--- config.mk ---
export PLATFORM = sky130hd
export DESIGN_NAME = fetch_byte_queue_flat
export DESIGN_NICKNAME = d
export VERILOG_FILES = /design/src/rtl/fetch_byte_queue_pkg.sv /design/src/rtl/fetch_byte_queue_if.sv /design/src/rtl/fetch_byte_queue_byte_ring.sv /design/src/rtl/fetch_byte_queue.sv /design/src/flat_wrapper.sv
export SDC_FILE = /design/constraint.sdc
export NUM_CORES = 1
export LEC_CHECK = 0
export CAP_MARGIN = 20
export CORE_AREA = 2 2 209 252
export CTS_BUF_LIST = sky130_fd_sc_hd__clkbuf_8 sky130_fd_sc_hd__clkbuf_16
export DETAILED_ROUTE_END_ITERATION = 6
export DIE_AREA = 0 0 211 254
export PLACE_DENSITY = 0.67
export SETUP_SLACK_MARGIN = 0.02
export SLEW_MARGIN = 30
export SYNTH_ARGS = -nofsm -noshare
export SYNTH_HDL_FRONTEND = slang
export SYNTH_SLANG_ARGS = --single-unit
--- constraint.sdc ---
create_clock -name clk -period 5.9 [get_ports clk]
set_input_delay 1.77 -clock clk [delete_from_list [all_inputs] [get_ports clk]]
set_output_delay 1.77 -clock clk [all_outputs]
set_load 0.01 [all_outputs]
--- src/rtl/fetch_byte_queue_pkg.sv ---
// fetch_byte_queue_pkg: shared types and defaults for the fetch byte queue
package fetch_byte_queue_pkg;
  typedef logic [63:0] reg_t;
  localparam int FETCH_BYTES_DEFAULT = 4;
  localparam int DEC_WINDOW_DEFAULT = 8;
  localparam int MAX_INST_LEN = 15;
  typedef logic [FETCH_BYTES_DEFAULT-1:0][7:0] fetch_word_t;
endpackage

--- src/rtl/fetch_byte_queue_if.sv ---
// fetch_byte_queue_if: instruction memory request/return bus
interface fetch_byte_queue_if
  import fetch_byte_queue_pkg::*;
#(
  parameter int FETCH_BYTES = FETCH_BYTES_DEFAULT
) ();
  logic imem_req;
  reg_t imem_addr;
  logic [8*FETCH_BYTES-1:0] imem_rdata;
  logic imem_rvalid;
  modport master (output imem_req, imem_addr, input imem_rdata, imem_rvalid);
  modport slave (input imem_req, imem_addr, output imem_rdata, imem_rvalid);
endinterface

--- src/rtl/fetch_byte_queue_byte_ring.sv ---
// fetch_byte_queue_byte_ring: circular byte store with multi-byte write at tail and window read at head
module fetch_byte_queue_byte_ring
  import fetch_byte_queue_pkg::*;
#(
  parameter int QUEUE_BYTES = 16,
  parameter int FETCH_BYTES = FETCH_BYTES_DEFAULT,
  parameter int DEC_WINDOW = DEC_WINDOW_DEFAULT
) (
  input  logic                                clk,
  input  logic                                wr_en,
  input  logic [$clog2(QUEUE_BYTES)-1:0]      wr_ptr,
  input  logic [$clog2(FETCH_BYTES+1)-1:0]    wr_cnt,
  input  logic [FETCH_BYTES-1:0][7:0]         wr_data,
  input  logic [$clog2(QUEUE_BYTES)-1:0]      rd_ptr,
  output logic [DEC_WINDOW-1:0][7:0]          rd_data
);
  localparam int QW = $clog2(QUEUE_BYTES);
  logic [7:0] mem [QUEUE_BYTES];
  always_ff @(posedge clk) begin
    for (int i = 0; i < FETCH_BYTES; i++)
      if (wr_en && i < int'(wr_cnt)) mem[wr_ptr + QW'(i)] <= wr_data[i];
  end
  for (genvar g = 0; g < DEC_WINDOW; g++) begin : g_rd
    assign rd_data[g] = mem[rd_ptr + QW'(g)];
  end
endmodule

--- src/rtl/fetch_byte_queue.sv ---
// fetch_byte_queue: fetches aligned imem words into a byte queue and exposes a decode window
module fetch_byte_queue
  import fetch_byte_queue_pkg::*;
#(
  parameter int QUEUE_BYTES = 16,
  parameter int FETCH_BYTES = FETCH_BYTES_DEFAULT,
  parameter int DEC_WINDOW = DEC_WINDOW_DEFAULT,
  parameter int IMEM_LATENCY = 1
) (
  input  logic                              clk,
  input  logic                              rst,
  input  logic                              redirect,
  input  reg_t                              redirect_pc,
  input  logic                              stall_pc,
  fetch_byte_queue_if.master                imem,
  output logic [8*DEC_WINDOW-1:0]           win_bytes,
  output logic [$clog2(DEC_WINDOW+1)-1:0]   win_cnt,
  output reg_t                              win_pc,
  input  logic                              consume,
  input  logic [3:0]                        consume_len
);
  localparam int QW = $clog2(QUEUE_BYTES);
  localparam int CW = $clog2(QUEUE_BYTES + 1);
  localparam int WW = $clog2(DEC_WINDOW + 1);
  localparam int IW = $clog2(IMEM_LATENCY + 1);
  localparam int SW = $clog2(FETCH_BYTES);
  localparam int NW = $clog2(FETCH_BYTES + 1);
  logic [QW-1:0] head, tail;
  logic [CW-1:0] count;
  logic [IW-1:0] inflight;
  logic epoch, active, skip_pending;
  logic [SW-1:0] skip, wr_skip;
  reg_t fetch_addr;
  logic pipe_v [IMEM_LATENCY];
  logic pipe_e [IMEM_LATENCY];
  logic req, ret, wr_en, acc;
  logic [NW-1:0] wr_cnt;
  logic [FETCH_BYTES-1:0][7:0] wr_data;
  logic [DEC_WINDOW-1:0][7:0] rd_data;
  always_comb begin
    req = ~rst & active & ~redirect & (int'(count) + FETCH_BYTES * int'(inflight) <= QUEUE_BYTES - FETCH_BYTES);
    ret = imem.imem_rvalid & pipe_v[IMEM_LATENCY-1];
    wr_en = ret & ~redirect & (pipe_e[IMEM_LATENCY-1] == epoch);
    wr_skip = skip_pending ? skip : '0;
    wr_cnt = NW'(FETCH_BYTES) - NW'(wr_skip);
    wr_data = imem.imem_rdata >> {wr_skip, 3'b000};
    win_cnt = int'(count) >= DEC_WINDOW ? WW'(DEC_WINDOW) : WW'(count);
    acc = consume & ~stall_pc & ~redirect & (int'(consume_len) <= int'(win_cnt));
  end
  assign imem.imem_req = req;
  assign imem.imem_addr = fetch_addr;
  for (genvar g = 0; g < DEC_WINDOW; g++) begin : g_win
    assign win_bytes[8*g +: 8] = g < int'(win_cnt) ? rd_data[g] : 8'h00;
  end
  fetch_byte_queue_byte_ring #(
    .QUEUE_BYTES(QUEUE_BYTES),
    .FETCH_BYTES(FETCH_BYTES),
    .DEC_WINDOW(DEC_WINDOW)
  ) u_ring (
    .clk(clk),
    .wr_en(wr_en),
    .wr_ptr(tail),
    .wr_cnt(wr_cnt),
    .wr_data(wr_data),
    .rd_ptr(head),
    .rd_data(rd_data)
  );
  always_ff @(posedge clk) begin
    if (rst) begin
      head <= '0;
      tail <= '0;
      count <= '0;
      inflight <= '0;
      epoch <= 1'b0;
      active <= 1'b0;
      skip_pending <= 1'b0;
      skip <= '0;
      fetch_addr <= '0;
      win_pc <= '0;
      for (int i = 0; i < IMEM_LATENCY; i++) begin
        pipe_v[i] <= 1'b0;
        pipe_e[i] <= 1'b0;
      end
    end else begin
      pipe_v[0] <= req;
      pipe_e[0] <= epoch;
      for (int i = 1; i < IMEM_LATENCY; i++) begin
        pipe_v[i] <= pipe_v[i-1];
        pipe_e[i] <= pipe_e[i-1];
      end
      inflight <= inflight + IW'(req) - IW'(ret);
      if (redirect) begin
        head <= '0;
        tail <= '0;
        count <= '0;
        win_pc <= redirect_pc;
        fetch_addr <= redirect_pc & ~reg_t'(FETCH_BYTES - 1);
        epoch <= ~epoch;
        active <= 1'b1;
        skip_pending <= 1'b1;
        skip <= redirect_pc[SW-1:0];
      end else begin
        if (req) fetch_addr <= fetch_addr + reg_t'(FETCH_BYTES);
        if (wr_en) begin
          tail <= tail + QW'(wr_cnt);
          skip_pending <= 1'b0;
        end
        if (acc) begin
          head <= head + QW'(consume_len);
          win_pc <= win_pc + reg_t'(consume_len);
        end
        count <= count + (wr_en ? CW'(wr_cnt) : CW'(0)) - (acc ? CW'(consume_len) : CW'(0));
      end
    end
  end
endmodule

--- src/flat_wrapper.sv ---
// flat-port wrapper written by rule: the top's interface ports become plain ports
module fetch_byte_queue_flat import fetch_byte_queue_pkg::*;
#(
  parameter int QUEUE_BYTES = 16,
  parameter int FETCH_BYTES = FETCH_BYTES_DEFAULT,
  parameter int DEC_WINDOW = DEC_WINDOW_DEFAULT,
  parameter int IMEM_LATENCY = 1
)
  (clk, rst, redirect, redirect_pc, stall_pc, win_bytes, win_cnt, win_pc, consume, consume_len, imem_imem_req, imem_imem_addr, imem_imem_rdata, imem_imem_rvalid);
  fetch_byte_queue_if #(.FETCH_BYTES(FETCH_BYTES)) imem_i ();
  input  logic clk;
  input  logic rst;
  input  logic redirect;
  input  reg_t redirect_pc;
  input  logic stall_pc;
  output logic [8*DEC_WINDOW-1:0] win_bytes;
  output logic [$clog2(DEC_WINDOW+1)-1:0] win_cnt;
  output reg_t win_pc;
  input  logic consume;
  input  logic [3:0] consume_len;
  output wire logic [$bits(imem_i.imem_req)-1:0] imem_imem_req;
  output wire logic [$bits(imem_i.imem_addr)-1:0] imem_imem_addr;
  input wire logic [$bits(imem_i.imem_rdata)-1:0] imem_imem_rdata;
  input wire logic [$bits(imem_i.imem_rvalid)-1:0] imem_imem_rvalid;
  assign imem_imem_req = imem_i.imem_req;
  assign imem_imem_addr = imem_i.imem_addr;
  assign imem_i.imem_rdata = imem_imem_rdata;
  assign imem_i.imem_rvalid = imem_imem_rvalid;
  fetch_byte_queue #(.QUEUE_BYTES(QUEUE_BYTES), .FETCH_BYTES(FETCH_BYTES), .DEC_WINDOW(DEC_WINDOW), .IMEM_LATENCY(IMEM_LATENCY)) u_core (.clk(clk), .rst(rst), .redirect(redirect), .redirect_pc(redirect_pc), .stall_pc(stall_pc), .imem(imem_i), .win_bytes(win_bytes), .win_cnt(win_cnt), .win_pc(win_pc), .consume(consume), .consume_len(consume_len));
endmodule
==> results.ini, run 1 <==
[timing]
timing.setup.tns_ns = 0
slew_violations = 0
min_period_over_period = 0.929
worst_pin_slew_ns = 1.10
fin_skew_ns = 0.0375
hold_viol = 0
rsz0062_at_grt = false
setup_violations = 0
max_slew_margin = 0.265
fmax_ghz = 0.182
hold-worst-slack_ns = 0.495
period_minus_slack_ns = 5.48
setup_ws_ns = 0.420

[die]
coreArea_um2 = 51100
die_h_um = 254
num_rows = 91
dieWidth_um = 211
die_area_um2 = 53600
ioPinCount = 303
initial_core_util = 0.447

[clock_network]
hold_buffers = 0
cts_tree = yes
post_cts_buffers = 0
cts_buffer_depth = 3
numCtsBuffers = 35
clk_pin_slew_ns = 0.06
clock_latency_ns = 0.57
htree_levels = 2
clockRootBuffer = clkbuf_16
cts_sinks = 279
cts_resized = 0

[grt]
grtUsageTotal = 0.353
antenna_found_initial = 3
grt_pass1_vias = 21447
grt_overflow = 0
grt_pass1_wl_um = 140000
grt_max_degree = 136

[drt]
num_vias = 22272
viasPerCell = 6.97
route.detailed.drc = 8
drt_pass1_iterations = 7
wl_per_cell_um = 30.0
routed_wl_um = 95900
ant_nets = 0
drt-initial-drc-count = 2882

[job]
cap_violations = 0

[synthesis]
yosysWarningCount = 0
synth_top_flop_cell = dfxtp_1
synth_cell_type_count = 73
postSynth.asyncResetShare = 0
netlist_area_um2 = 22900
synth_seq_cells = 279
synth_seq_area_share = 0.300
avgSynthCellArea_um2 = 9.95
synthCells = 2299
synth_edf_count = 128

[placed_design]
io_buffers = 300
placed_cells = 3133
dp_hpwl_um = 72400
dp_slack_ns = 0.405
place.gp.congestion = 1.02

[setup_path]
ff2ff_path_depth = 15
path_cells = inv_1, ha_2, buf_4, mux4_2, mux4_2, nor2b_1, clkdlybuf4s50_1
path_class = register to primary output
endpoint_kind = primary output
cpPeakStageDelay_ns = 0.63
cp_common_cell = mux4_2
crit_slowest_cell = ha_2
startpoint_type = register
worstPathMaxFanout = 15
cp.required_ns = 4.13
worstPathArrival_ns = 3.71

[pwr]
vdd_ir_drop_max_mv = 0.165
power_density_nw_per_um2 = 202
p_leak_nw = 9.69

[status]
status = complete, but fails checks
violations = design-rule violations

[worst_hold_path]
worstHoldPathType = register to register
hold_depth = 2

[cells_and_area]
fin_nets = 2666
fin_cells = 3195
area_growth_pct = 21.0
final_layout_size_suffix_gt1_frac = 0.152

## critical path: cells and delay by family (launching register included)
kind | cells | cell delay, ns
flops | 1 | 0.40
mux | 2 | 1.10
simple gates | 1 | 0.15
buf+inv | 3 | 0.88
fa+ha+maj | 1 | 0.63
## per-layer routing
layer  wire length (um)  global-route usage  vias to the layer above
li1                   -                   -                     9428
met1              32400               0.413                    10817
met2              44500               0.571                     1607
met3              10000              0.0699                      418
met4               9060               0.275                        2
met5                 18                   0                        -
## metrics by stage
stage	util	power [mW]	area [um^2]
4_1_cts	0.541	5.56	27600
5_1_grt	0.541	5.74	27700
3_3_place_gp	0.518	3.49	26500
3_5_place_dp	0.519	3.51	26500
2_1_floorplan	-	2.86	22900
6_report	0.541	5.58	27700
## state kept, by name, summed over array words and instances, names as in the netlist, 2 cells and up, named ones only
name / cells
u_core.count: 5
u_core.head: 4
u_core.imem.imem_addr: 62
u_core.skip: 2
u_core.tail: 4
u_core.u_ring.mem: 128
u_core.win_pc: 64
## logic make-up after synthesis
family	count (synthesis)	synth area share
buf+inv	230	0.0413
simple gates	804	0.172
compound gates	471	0.148
mux	371	0.275
other cells	1	0.000164
fa+ha+maj	40	0.0238
flops	279	0.300
xor+xnor	103	0.0394
## power breakdown
group          total, mW  internal [mW]  switching (mW)
clock network       2.08           1.19           0.897
registers           2.20           2.10           0.107
logic               1.29          0.580           0.713
## Yosys cell counts (31+ instances only)
cell | count | area [um^2]
ha_1 | 34 | 425
buf_1 | 32 | 120
dfxtp_1 | 151 | 3020
a21oi_1 | 79 | 395
inv_1 | 49 | 184
a221oi_1 | 121 | 1060
nand4_1 | 41 | 257
buf_2 | 41 | 205
nand3_1 | 84 | 420
o21ai_0 | 53 | 265
nor2_1 | 242 | 908
nand2_1 | 182 | 683
nor4_1 | 32 | 200
a211oi_1 | 68 | 510
mux2i_1 | 163 | 1630
mux4_2 | 205 | 4620
edfxtp_1 | 128 | 3840
nor3_1 | 53 | 265
clkbuf_1 | 96 | 360
xnor2_1 | 74 | 648
and2_1 | 31 | 194
nor2b_1 | 53 | 332
## layout make-up
class                           instances  area (um^2)
Inverter                               54          204
Tap cell                              651          815
Antenna cell                            2         5.00
Timing Repair Buffer                  359         3480
Clock inverter                         20          168
Sequential cell                       279         6870
Multi-Input combinational cell       1791        15200
Clock buffer                           39          931
Fill cell                            4508        23400
## path summary, 6_finish.rpt
path	start	to	slack, ns
setup / recovery	u_core.head[1]	win_bytes[41]	0.42
setup reg to reg	u_core.count[3]	u_core.count[4]	1.63
hold / removal	u_core.skip[1]	u_core.skip[1]	0.49
hold reg to reg	u_core.skip[1]	u_core.skip[1]	0.49
## cells in the final DEF, fill, tap and decap left out, types with 74 or more instances in the layout
cell             count
a221oi_1           121
clkdlybuf4s50_1    298
dfxtp_1            148
edfxtp_1           128
mux2i_1            163
mux4_2             205
nand2_1            182
nand3_1             84
nor2_1             237
xnor2_1             74
Power figures use the tool's default switching activity.
==> run 2, diff against run 1 <==
- CORE_AREA: 2 2 209 252 -> 2 2 211 255
- DIE_AREA: 0 0 211 254 -> 0 0 213 257
- SYNTH_HIERARCHICAL: unset -> 1
==> run 2 against run 1 <==
  * The flow still finishes with violations (design-rule violations)
  * Synthesized area grew 2.0%
  * Design area grew 1.1%
  * Clock-buffer cell count shrank 7
  * Clock skew shrank 0.016 ns
  * Via count grew 8.3%
  * Critical path depth shrank 2
  * Final cell count grew 5.6%
  * Critical endpoint is now win_bytes[23]
  * Largest cell class unchanged
  * Largest power group unchanged
  * Highest routed layer unchanged
==> results.ini, run 2 <==
[die]
die_area_um2 = 54700
ioPinCount = 303
dieWidth_um = 213
num_rows = 92
die_h_um = 257
coreArea_um2 = 52100
initial_core_util = 0.448

[synthesis]
postSynth.asyncResetShare = 0
avgSynthCellArea_um2 = 9.45
synth_cell_type_count = 102
synth_top_flop_cell = dfxtp_1
synthTopCellsByArea = mux4_2 18%, edfxtp_1 16%, dfxtp_1 13%, nand2_1 4.6%, a21oi_1 3.1%
yosysWarningCount = 6
synth_commonest_cells = 286 x nand2_1, 184 x mux4_2, 147 x dfxtp_1, 144 x a21oi_1, 128 x edfxtp_1
netlist_area_um2 = 23300
synth_seq_area_share = 0.291
synth_most_common_cell = nand2_1
synthCells = 2470
synth_seq_cells = 275
synth_edf_count = 128
yosysTopAreaCell = mux4_2
synth.top_cell.area_share = 0.178

[pwr]
swShare = 0.314
p_sw_mw = 1.73
vdd_ir_drop_max_mv = 0.283
p_leak_nw = 9.03
combPwrFrac = 0.251
clkPwrFrac = 0.356
seq_power_share = 0.393
power_density_nw_per_um2 = 197
internal_power_mw = 3.79

[worst_hold_path]
worstHoldPathType = register to register
hold_start = u_core/skip[1]

[grt]
grt_overflow = 0
grt_max_degree = 69
antenna_found_initial = 6
grt_pass1_vias = 22662
grtUsageTotal = 0.362
grt_pass1_wl_um = 148000

[timing]
timing.setup.tns_ns = 0
fmax_ghz = 0.178
slew_violations = 0
rsz0062_at_grt = false
hold_viol = 0
fin_skew_ns = 0.0219
period_minus_slack_ns = 5.60
setup_violations = 0
setup_ws_ns = 0.295
max_slew_margin = 0.229
min_period_over_period = 0.950
worst_pin_slew_ns = 1.16

[setup_path]
path_class = register to primary output
worstPathMaxFanout = 19
endpoint_kind = primary output
crit_slowest_cell = ha_1
path_delay_family = buffers and inverters
startpoint_type = register
regToRegStartpoint = u_core/count[4]
critPathBufInv = 2
cpPeakStageDelay_ns = 0.88
cp.required_ns = 4.13
path_cells = inv_2, ha_1, mux4_2, nor2b_1, clkdlybuf4s50_1
setup.worst_path.start = u_core/head[2]
worstPathArrival_ns = 3.83

[job]
cap_violations = 0

[drt]
wl_per_cell_um = 29.9
routed_wl_um = 101000
ant_nets = 0
drt-initial-drc-count = 3771
num_vias = 24120
viasPerCell = 7.15
drt_pass1_iterations = 7
route.detailed.drc = 1

[clock_network]
cts_buffer_depth = 3
clockRootBuffer = clkbuf_16
cts_resized = 0
post_cts_buffers = 0
cts_sinks = 275
htree_levels = 1
clock_latency_ns = 0.59
cts_tree = yes
numCtsBuffers = 29
clk_pin_slew_ns = 0.07
hold_buffers = 0

[cells_and_area]
top_register = u_core/u_ring/mem
fill_cells = 4698
final_cell_mix = 298 x clkdlybuf4s50_1, 286 x nand2_1, 184 x mux4_2, 145 x dfxtp_1, 133 x a21oi_1
area_growth_pct = 19.8
fin_area_um2 = 28000
final_common_cell = clkdlybuf4s50_1
fin_cells = 3373
fin_util = 0.536
final_layout_size_suffix_gt1_frac = 0.146
fin_nets = 2789
largest_reg_flops = 128

[placed_design]
post_dp_cell_area_um2 = 26900
dp_slack_ns = 0.750
io_buffers = 300
dp_hpwl_um = 74900
placed_cells = 3318
place.gp.congestion = 1.05

[status]
status = complete, but fails checks
violations = design-rule violations

==> run 2: changes by cell type after synthesis, moves of 29 or more <==
cell      previous run  this run
nor2_1             242       125
a31oi_1             28        66
a211oi_1            68        27
mux2i_1            163        51
o32ai_1              0        45
a221oi_1           121         4
nand2_1            182       286
a21oi_1             79       144
clkbuf_1            96       125
xnor2_1             74        32
o22ai_1              8        62
==> run 2: worst register-to-register path: cells and delay by family (launching register included) <==
kind            cells  cell delay [ns]
simple gates        7             1.69
fa+ha+maj           3             0.93
buf+inv             2             0.71
flops               1             0.57
compound gates      1             0.18
xor+xnor            1             0.13
==> run 2: cells by family after synthesis <==
logic type | share of synthesized area
simple gates | 0.205
compound gates | 0.195
flops | 0.291
buf+inv | 0.0509
mux | 0.203
xor+xnor | 0.0324
fa+ha+maj | 0.0228
other cells | 0.000161
==> run 2: final timing paths <==
| kind | slack [ns] | end | cells past startpoint |
|---|---|---|---|
| worst max register to register | 1.57 | u_core/count[4] | 14 |
| worst min-delay path | 0.50 | u_core/skip[1] | 2 |
| worst max-delay path | 0.30 | win_bytes[23] | 5 |
| worst min register to register | 0.50 | u_core/skip[1] | 2 |
==> run 2: final cells by class <==
cell class	instances	area [um^2]	area share
Antenna cell	1	2.50	0.0000895
Tap cell	705	882	0.0315
Clock inverter	22	243	0.00868
Multi-Input combinational cell	1931	15600	0.557
Timing Repair Buffer	369	3570	0.127
Inverter	38	143	0.00510
Clock buffer	32	767	0.0274
Sequential cell	275	6790	0.243
==> run 2: metrics by stage <==
stage	total power, mW	hold slack [ns]
6_report	5.52	0.499
5_1_grt	5.67	0.518
4_1_cts	5.50	0.500
3_5_place_dp	3.55	0.482
3_3_place_gp	3.54	0.481
2_1_floorplan	2.85	0.433
==> run 2: metal layers <==
layer  GRT usage  routed length [um]  vias up
li1            -                   -    10114
met1       0.461               35800    11675
met2       0.562               45300     1871
met3      0.0892               12500      456
met4       0.200                7260        4
met5           0                  27        -
==> run 2: power groups by stage <==
stage                     Combinational, mW  Clock [mW]  Sequential, mW
final                                  1.39        1.96            2.17
after global routing                   1.45        2.05            2.18
after detailed placement               1.34           0            2.21
after floorplan                       0.653           0            2.20
after global placement                 1.33           0            2.21
after CTS                              1.35        1.98            2.17
